[src/rtl/decryption_sequencer.sv]
// Sequences the byte-wise decryption core over one null-terminated message:
// key check, ciphertext fetch, one-cycle core execution, plaintext hand-off.
module decryption_sequencer #(
    parameter int MAX_LEN = 64
) (
    input  logic       clk,
    input  logic       rst,
    input  logic       key_load,
    input  logic [7:0] key_in,
    input  logic       start,
    input  logic       abort,
    input  logic       in_valid,
    input  logic [7:0] in_data,
    output logic       in_ready,
    output logic       out_valid,
    output logic [7:0] out_data,
    input  logic       out_ready,
    output logic [1:0] core_mode,
    output logic [7:0] core_ciphertext,
    output logic [7:0] core_secret_key,
    input  logic [7:0] core_plaintext,
    input  logic       core_output_ready,
    input  logic       core_err_seckey,
    input  logic       core_err_ctxt,
    output logic       busy,
    output logic       done,
    output logic       err_key,
    output logic       err_char,
    output logic       err_len,
    output logic [7:0] char_count,
    output logic [7:0] err_index
);

    localparam logic [2:0] IDLE  = 3'd0;
    localparam logic [2:0] FETCH = 3'd1;
    localparam logic [2:0] EXEC  = 3'd2;
    localparam logic [2:0] CAPT  = 3'd3;
    localparam logic [2:0] OUT   = 3'd4;
    localparam logic [2:0] DONE  = 3'd5;
    localparam logic [2:0] ERROR = 3'd6;

    localparam logic [7:0] LEN_LIMIT = 8'(MAX_LEN);

    logic [2:0] state;
    logic [2:0] state_next;
    logic [7:0] key_reg;
    logic [7:0] ct_reg;
    logic [7:0] out_reg;
    logic [7:0] count;
    logic [7:0] index;
    logic       key_flag;
    logic       char_flag;
    logic       len_flag;

    logic accepting;
    logic key_we;
    logic start_ok;
    logic start_bad;
    logic fetch_end;
    logic fetch_byte;
    logic len_hit;
    logic ctxt_bad;
    logic capt_ok;
    logic capt_bad;
    logic out_fire;

    // Abort masks every event so that nothing but the return to IDLE happens.
    always_comb begin
        accepting  = (state == IDLE) || (state == DONE) || (state == ERROR);
        key_we     = !abort && key_load && ((state == IDLE) || (state == ERROR));
        start_bad  = !abort && accepting && start && core_err_seckey;
        start_ok   = !abort && accepting && start && !core_err_seckey;
        fetch_end  = !abort && (state == FETCH) && in_valid && (in_data == 8'h00);
        len_hit    = !abort && (state == FETCH) && in_valid && (in_data != 8'h00)
                     && (count == LEN_LIMIT);
        fetch_byte = !abort && (state == FETCH) && in_valid && (in_data != 8'h00)
                     && (count != LEN_LIMIT);
        ctxt_bad   = !abort && (state == EXEC) && core_err_ctxt;
        capt_ok    = !abort && (state == CAPT) && core_output_ready;
        capt_bad   = !abort && (state == CAPT) && !core_output_ready;
        out_fire   = !abort && (state == OUT) && out_ready;
    end

    always_comb begin
        state_next = state;
        if (abort) begin
            state_next = IDLE;
        end else begin
            case (state)
                IDLE, DONE, ERROR: begin
                    if (start_bad) begin
                        state_next = ERROR;
                    end else if (start_ok) begin
                        state_next = FETCH;
                    end else if (state == DONE) begin
                        state_next = IDLE;
                    end
                end
                FETCH: begin
                    if (fetch_end) begin
                        state_next = DONE;
                    end else if (len_hit) begin
                        state_next = ERROR;
                    end else if (fetch_byte) begin
                        state_next = EXEC;
                    end
                end
                EXEC:    state_next = ctxt_bad ? ERROR : CAPT;
                CAPT:    state_next = capt_ok ? OUT : ERROR;
                OUT:     state_next = out_fire ? FETCH : OUT;
                default: state_next = IDLE;
            endcase
        end
    end

    always_ff @(posedge clk) begin
        if (rst) begin
            state <= IDLE;
        end else begin
            state <= state_next;
        end
    end

    // A start issued together with key_load is judged on the key already held.
    always_ff @(posedge clk) begin
        if (rst) begin
            key_reg <= 8'h00;
        end else if (key_we) begin
            key_reg <= key_in;
        end
    end

    always_ff @(posedge clk) begin
        if (rst) begin
            ct_reg <= 8'h00;
        end else if (fetch_byte) begin
            ct_reg <= in_data;
        end
    end

    always_ff @(posedge clk) begin
        if (rst) begin
            out_reg <= 8'h00;
        end else if (capt_ok) begin
            out_reg <= core_plaintext;
        end
    end

    always_ff @(posedge clk) begin
        if (rst) begin
            count <= 8'h00;
        end else if (start_ok) begin
            count <= 8'h00;
        end else if (out_fire) begin
            count <= count + 8'd1;
        end
    end

    // Error flags are sticky until a start with a valid key clears them.
    always_ff @(posedge clk) begin
        if (rst) begin
            key_flag  <= 1'b0;
            char_flag <= 1'b0;
            len_flag  <= 1'b0;
            index     <= 8'h00;
        end else if (start_ok) begin
            key_flag  <= 1'b0;
            char_flag <= 1'b0;
            len_flag  <= 1'b0;
            index     <= 8'h00;
        end else begin
            if (start_bad) begin
                key_flag <= 1'b1;
            end
            if (ctxt_bad || capt_bad) begin
                char_flag <= 1'b1;
            end
            if (len_hit) begin
                len_flag <= 1'b1;
            end
            if (ctxt_bad || capt_bad || len_hit) begin
                index <= count;
            end
        end
    end

    assign in_ready        = (state == FETCH);
    assign out_valid       = (state == OUT);
    assign out_data        = out_reg;
    assign core_mode       = (state == EXEC) ? 2'b11 : 2'b00;
    assign core_ciphertext = ct_reg;
    assign core_secret_key = key_reg;
    assign busy            = (state == FETCH) || (state == EXEC) ||
                             (state == CAPT) || (state == OUT);
    assign done            = (state == DONE);
    assign err_key         = key_flag;
    assign err_char        = char_flag;
    assign err_len         = len_flag;
    assign char_count      = count;
    assign err_index       = index;

endmodule

[config.mk]
export PLATFORM = sky130hd
export DESIGN_NAME = decryption_sequencer
export DESIGN_NICKNAME = d
export VERILOG_FILES = /design/src/rtl/decryption_sequencer.sv
export SDC_FILE = /design/constraint.sdc
export NUM_CORES = 1
export LEC_CHECK = 0
export ABC_AREA = 1
export ABC_CLOCK_PERIOD_IN_PS = 1700
export CAP_MARGIN = 20
export CORE_ASPECT_RATIO = 0.6
export CORE_MARGIN = 10
export CORE_UTILIZATION = 44
export DETAILED_ROUTE_END_ITERATION = 10
export GPL_ROUTABILITY_DRIVEN = 0
export PLACE_DENSITY = 0.78
export SLEW_MARGIN = 10
export SYNTH_ARGS = -nofsm -noshare
export SYNTH_HDL_FRONTEND = slang
export SYNTH_SLANG_ARGS = --single-unit
[constraint.sdc]
create_clock -name clk -period 1.7 [get_ports clk]
set_clock_uncertainty 0.05 [all_clocks]
set_input_delay 0.34 -clock clk [delete_from_list [all_inputs] [get_ports clk]]
set_output_delay 0.34 -clock clk [all_outputs]
set_load 0.05 [all_outputs]
-- Word-level counts from Yosys, hierarchy flattened
Index checks and enable logic that the tools add are counted.
- register bits: 46
- latch bits: 0
- RAM bits: 0
- bits in read-only memories: 0
- input port bits: 34
- memories: 0
- $add $sub $neg: 1
- multiply operators: 0
- div/mod/pow operators: 0
- magnitude comparators: 0
- eq/ne operators: 10
- shift-type cells: 0
- mux-type cells: 11
- bitwise gates (word level): 0
- reduce and logical (&&, ||, !) cells: 37
- operators by type and width (kind ; count):
    $mux 3 ; 8
    $logic_and 1x1->1 ; 19
    $pmux 3 s5 ; 1
    $eq 3x3->1 const B ; 3
    $add 8x1->8 const B ; 1
    $eq 8x7->1 const B ; 1
    $logic_not 8->1 ; 1
    $logic_or 1x1->1 ; 8
    $ne 8x7->1 const B ; 1
    $reduce_bool 8->1 ; 1
    $eq 3x2->1 const B ; 2
    $mux 2 ; 2
    $ne 4x1->1 const B ; 1
    $ne 4x4->1 const B ; 1
    $reduce_or 2->1 ; 2
    $eq 3x1->1 const B ; 1
    $logic_not 1->1 ; 3
    $logic_not 3->1 ; 1
    $reduce_or 3->1 ; 1
    $reduce_and 2->1 ; 1

-- Depth between registers and ports, before layout
- depth in word-level cells: 9
- mapped depth: 9
- gate-level depth less buffers: 9

-- Least setup slack after synthesis
No wires, ideal clock.
- kind: register to register
- from: register count[0] (netlist: char_count[0])
- to: register ct_reg[0] (netlist: core_ciphertext[0])
- library setup time: 113 ps
- arrival time: 1602 ps
- required time: 1537 ps
- slack: -65 ps
- cell stages (with the launch flop): 9
- buffers on the path: 1
- cells stage by stage: dfxtp_1 inv_1 ha_1 nand3_1 nor2_1 nand3b_4 buf_6 nor2_1 nor2_1
- longest elaborated chain between the ends: 2
- RTL lines (element ; line ; source):
    from (decl) ; 49 ; logic [7:0] count;
    from (signal assigned) ; 155 ; count <= count + 8'd1;
    $ne 8x7->1 ; 77 ; && (count != LEN_LIMIT);
    $logic_and 1x1->1 ; 77 ;
    to (signal assigned) ; 137 ; ct_reg <= in_data;
    to (decl) ; 47 ; logic [7:0] ct_reg;
Every way passes these cells.
A chain may end at the register's enable or synchronous reset.

-- Worst setup path in the final report
- from: register state[1]
- to: output port busy
- longest elaborated chain between the ends: 4
- elaborated cells on any way between the ends: 7
- those cells by class: eq/ne: 4; reduce/logical: 3
- RTL lines (element ; line ; source):
    from (decl) ; 44 ; logic [2:0] state;
    from (signal assigned) ; 120 ; state <= state_next;
    $eq 3x1->1 / $eq 3x2->1 (equally long branches) ; 193 ; assign busy = (state == FETCH) || (state == EXEC) ||
    $logic_or 1x1->1 (2 in series) ; 193 ;
    $logic_or 1x1->1 * ; 194 ; (state == CAPT) || (state == OUT);
    to (decl) ; 25 ; output logic busy,
Mark *: on every way between the ends. The rest lies on a longest branch, timed or not.

==> impl_metrics.py <==
metrics = {
    "status": {
        "outcome": "completed",
    },
    "run": {
        "max_cap_violations": 0,
    },
    "finish": {
        "drive_gt1_frac": 0.289,
        "fillerInstances": 400,
        "num_antenna_cells": 0,
        "area_delta_synth_final_pct": 56.1,
        "nets": 475,
        "regArea_um2": 931,
        "multi_input_area_mm2": 0.00111,
    },
    "power_and_ir_drop": {
        "total_leakage_power_nw": 1.66,
        "p_total_w": 0.00248,
        "power_density_mw_per_mm2": 698,
        "ir_worst_vdd_mv": 0.434,
    },
    "timing": {
        "slew_headroom": 0.773,
        "fmax_ghz": 0.592,
        "final.min_clock_period_ns": 1.69,
        "whs_ns": 0.395,
        "hold_viol_final": 0,
        "setup_slack_ns": 0.0118,
        "final_max_slew_viol_count": 0,
        "worstMarginPinSlew_ns": 0.338,
        "finalSetupViolCount": 0,
        "rsz0062_at_grt": "true",
        "fin_crit_sh": 0.993,
    },
    "synthesis": {
        "syn_nets": 366,
        "ys_seq_elements": 46,
        "netlist_area_mm2": 0.00228,
        "avgSynthCellArea_um2": 6.91,
        "ys_seq_area_frac": 0.404,
        "synth.area.mux_share": 0,
        "yosys.area_share.simple": 0.355,
        "ys.warnings.count": 0,
        "async_reset_ff_frac": 0,
        "yosys-top-cells-area": "dfxtp_1 (40%), nand2_1 (13%), inv_1 (8.6%), nor2_1 (8.6%), a21oi_1 (4.4%)",
        "synth.top_cell.area_share": 0.404,
        "syn_inst": 330,
        "synth.distinct_cells": 33,
        "synth_compound_area_frac": 0.102,
        "yosys.area_share.xor_xnor": 0.00768,
        "ys.flop_type": "dfxtp_1",
        "synth_edf_count": 0,
        "synth_top_cell_by_area": "dfxtp_1",
        "synth_adder_area_share": 0.0110,
        "synth_top_family_by_area": "simple AND/OR/NAND/NOR gates",
    },
    "route": {
        "ant_nets": 0,
        "drt-vias-per-instance": 4.66,
        "route.detailed.drc": 0,
        "num_vias": 2352,
        "finalWirelength_mm": 6.79,
        "first_iter_violations": 120,
        "post_drt_wl_per_cell_um": 13.4,
        "first_pass_iters": 4,
    },
    "place": {
        "io_buffers": 82,
        "dpl.hpwl_mm": 5.20,
        "pre_cts_ws_ns": -0.171,
    },
    "clock_network": {
        "root_buffer": "clkbuf_8",
        "clkSinkCount": 46,
        "clock_path_buffers": 2,
        "cts_tree": "done",
        "worstSkewPairLatency_ns": 0.30,
        "clkTransAtPathRegs_ns": 0.09,
        "ctsHtreeMaxLevel": 2,
        "numCtsBuffers": 5,
    },
    "grt": {
        "grt_pass1_wl_mm": 10.9,
        "grt_max_degree": 17,
        "grt_pass1_vias": 2240,
        "grtUsageTotal": 0.157,
        "use_met1": 0.200,
        "antenna_found_initial": 0,
        "use_met2": 0.237,
        "grt.busiest_layer": "met2",
        "grt_use_met3": 0.0755,
        "overflow": 0,
    },
    "floorplanning": {
        "die_area_mm2": 0.00855,
        "num_rows": 20,
        "die_x_um": 113,
        "ioPinCount": 83,
        "die_y_um": 75.8,
        "start_util": 0.453,
        "core_mm2": 0.00503,
    },
    "worst_hold_path": {
        "min_delay_path_depth": 2,
        "holdCritPathClass": "register to register",
    },
    "setup_path": {
        "path_class": "register to output pin",
        "end_kind": "output pin",
        "crit_path_start_kind": "register",
        "cp.arrival_ns": 1.30,
        "r2r_cells": 7,
        "critPathMaxFanout": 4,
        "cp_data_required_time_ns": 1.31,
    },
}
worst paths after layout:
path                             startpoint            endpoint  slack, ns
worst max register to register     state[0]  core_secret_key[4]       0.19
worst min register to register  out_data[3]         out_data[3]       0.40
worst min-delay path            out_data[3]         out_data[3]       0.40
worst max-delay path               state[1]                busy       0.01
cells by family (layout without fill, tap and decap cells):
family,after synthesis,after routing
flip-flops,46,46
XOR/XNOR,2,2
AND/OR/NAND/NOR,176,176
AO/OA/AOI/OAI,38,38
adder cells (fa/ha/maj),2,2
buffers and inverters,66,175
cell type report:
type,instances,share of cell area
tap,66,0.0232
sequential,46,0.262
clock buffer,6,0.0232
timing repair buffer,111,0.311
clock inverter,1,0.00844
multi-input combinational,218,0.311
inverter,57,0.0612
synthesized netlist by cell type, types with 2 or more instances:
cell / n
nand2_1: 77
inv_1: 52
nor2_1: 52
dfxtp_1: 46
a21oi_1: 20
nand3_1: 17
nand4_1: 9
a21oi_2: 7
o21ai_0: 6
inv_2: 5
nand2_2: 4
nand3_2: 4
buf_6: 3
nor2_2: 3
o21ai_1: 3
buf_1: 2
buf_2: 2
ha_1: 2
nor3_1: 2
cells in the final DEF (no fill, tap or decap), types with 7 or more instances in the layout:
master           synthesis  routed
dfxtp_1                 46      42
nand4_1                  9       9
a21oi_1                 20      20
buf_12                   0      15
inv_1                   52      49
nand3_1                 17      17
buf_4                    1      62
clkdlybuf4s50_1          0      33
nor2_1                  52      48
nand2_1                 77      76
a21oi_2                  7       7
inv_2                    5       7
power by group:
part,total (W),internal (W),switching (W)
Clock,0.000838,0.000471,0.000368
Sequential,0.00112,0.00110,0.0000217
Combinational,0.000522,0.000226,0.000295
critical path, cell delays in order, from the launching register on:
cell        delay [ns]
dfxtp_4           0.40
nor2_4            0.05
nand2_2           0.08
clkinvlp_4        0.09
or2_4             0.23
buf_6             0.15
per-layer routing:
layer  vias up  wire (um)  part of all wire
met5         -          0                 0
met4         0         42            0.0062
met3         5        622             0.092
met2        71       2960              0.44
met1      1038       3160              0.47
li1       1238          -                 -
what timing repair did:
action                                  CTS  global route
pin swaps                                 0             1
hold buffers                              0             0
gates cloned                              0             0
buffers inserted                          4             1
endpoints found under the setup margin    5             7
resized for setup                        10             5
stage by stage:
stage / setup TNS (ns) / instance area (um^2) / util / cells
2_1_floorplan: 0 / 2290 / - / 330
4_1_cts: 0 / 3540 / 0.703 / 504
6_report: 0 / 3560 / 0.707 / 505
3_3_place_gp: -1.76 / 3370 / 0.671 / 493
3_5_place_dp: -3.85 / 3370 / 0.671 / 493
5_1_grt: -0.0756 / 3560 / 0.707 / 505
state kept, by name (all words and copies together), names as in the netlist:
register         cells
core_ciphertext      8
err_key              1
state                3
err_index            8
err_len              1
err_char             1
out_data             8
core_secret_key      8
char_count           8
Power figures use the tool's default switching activity.
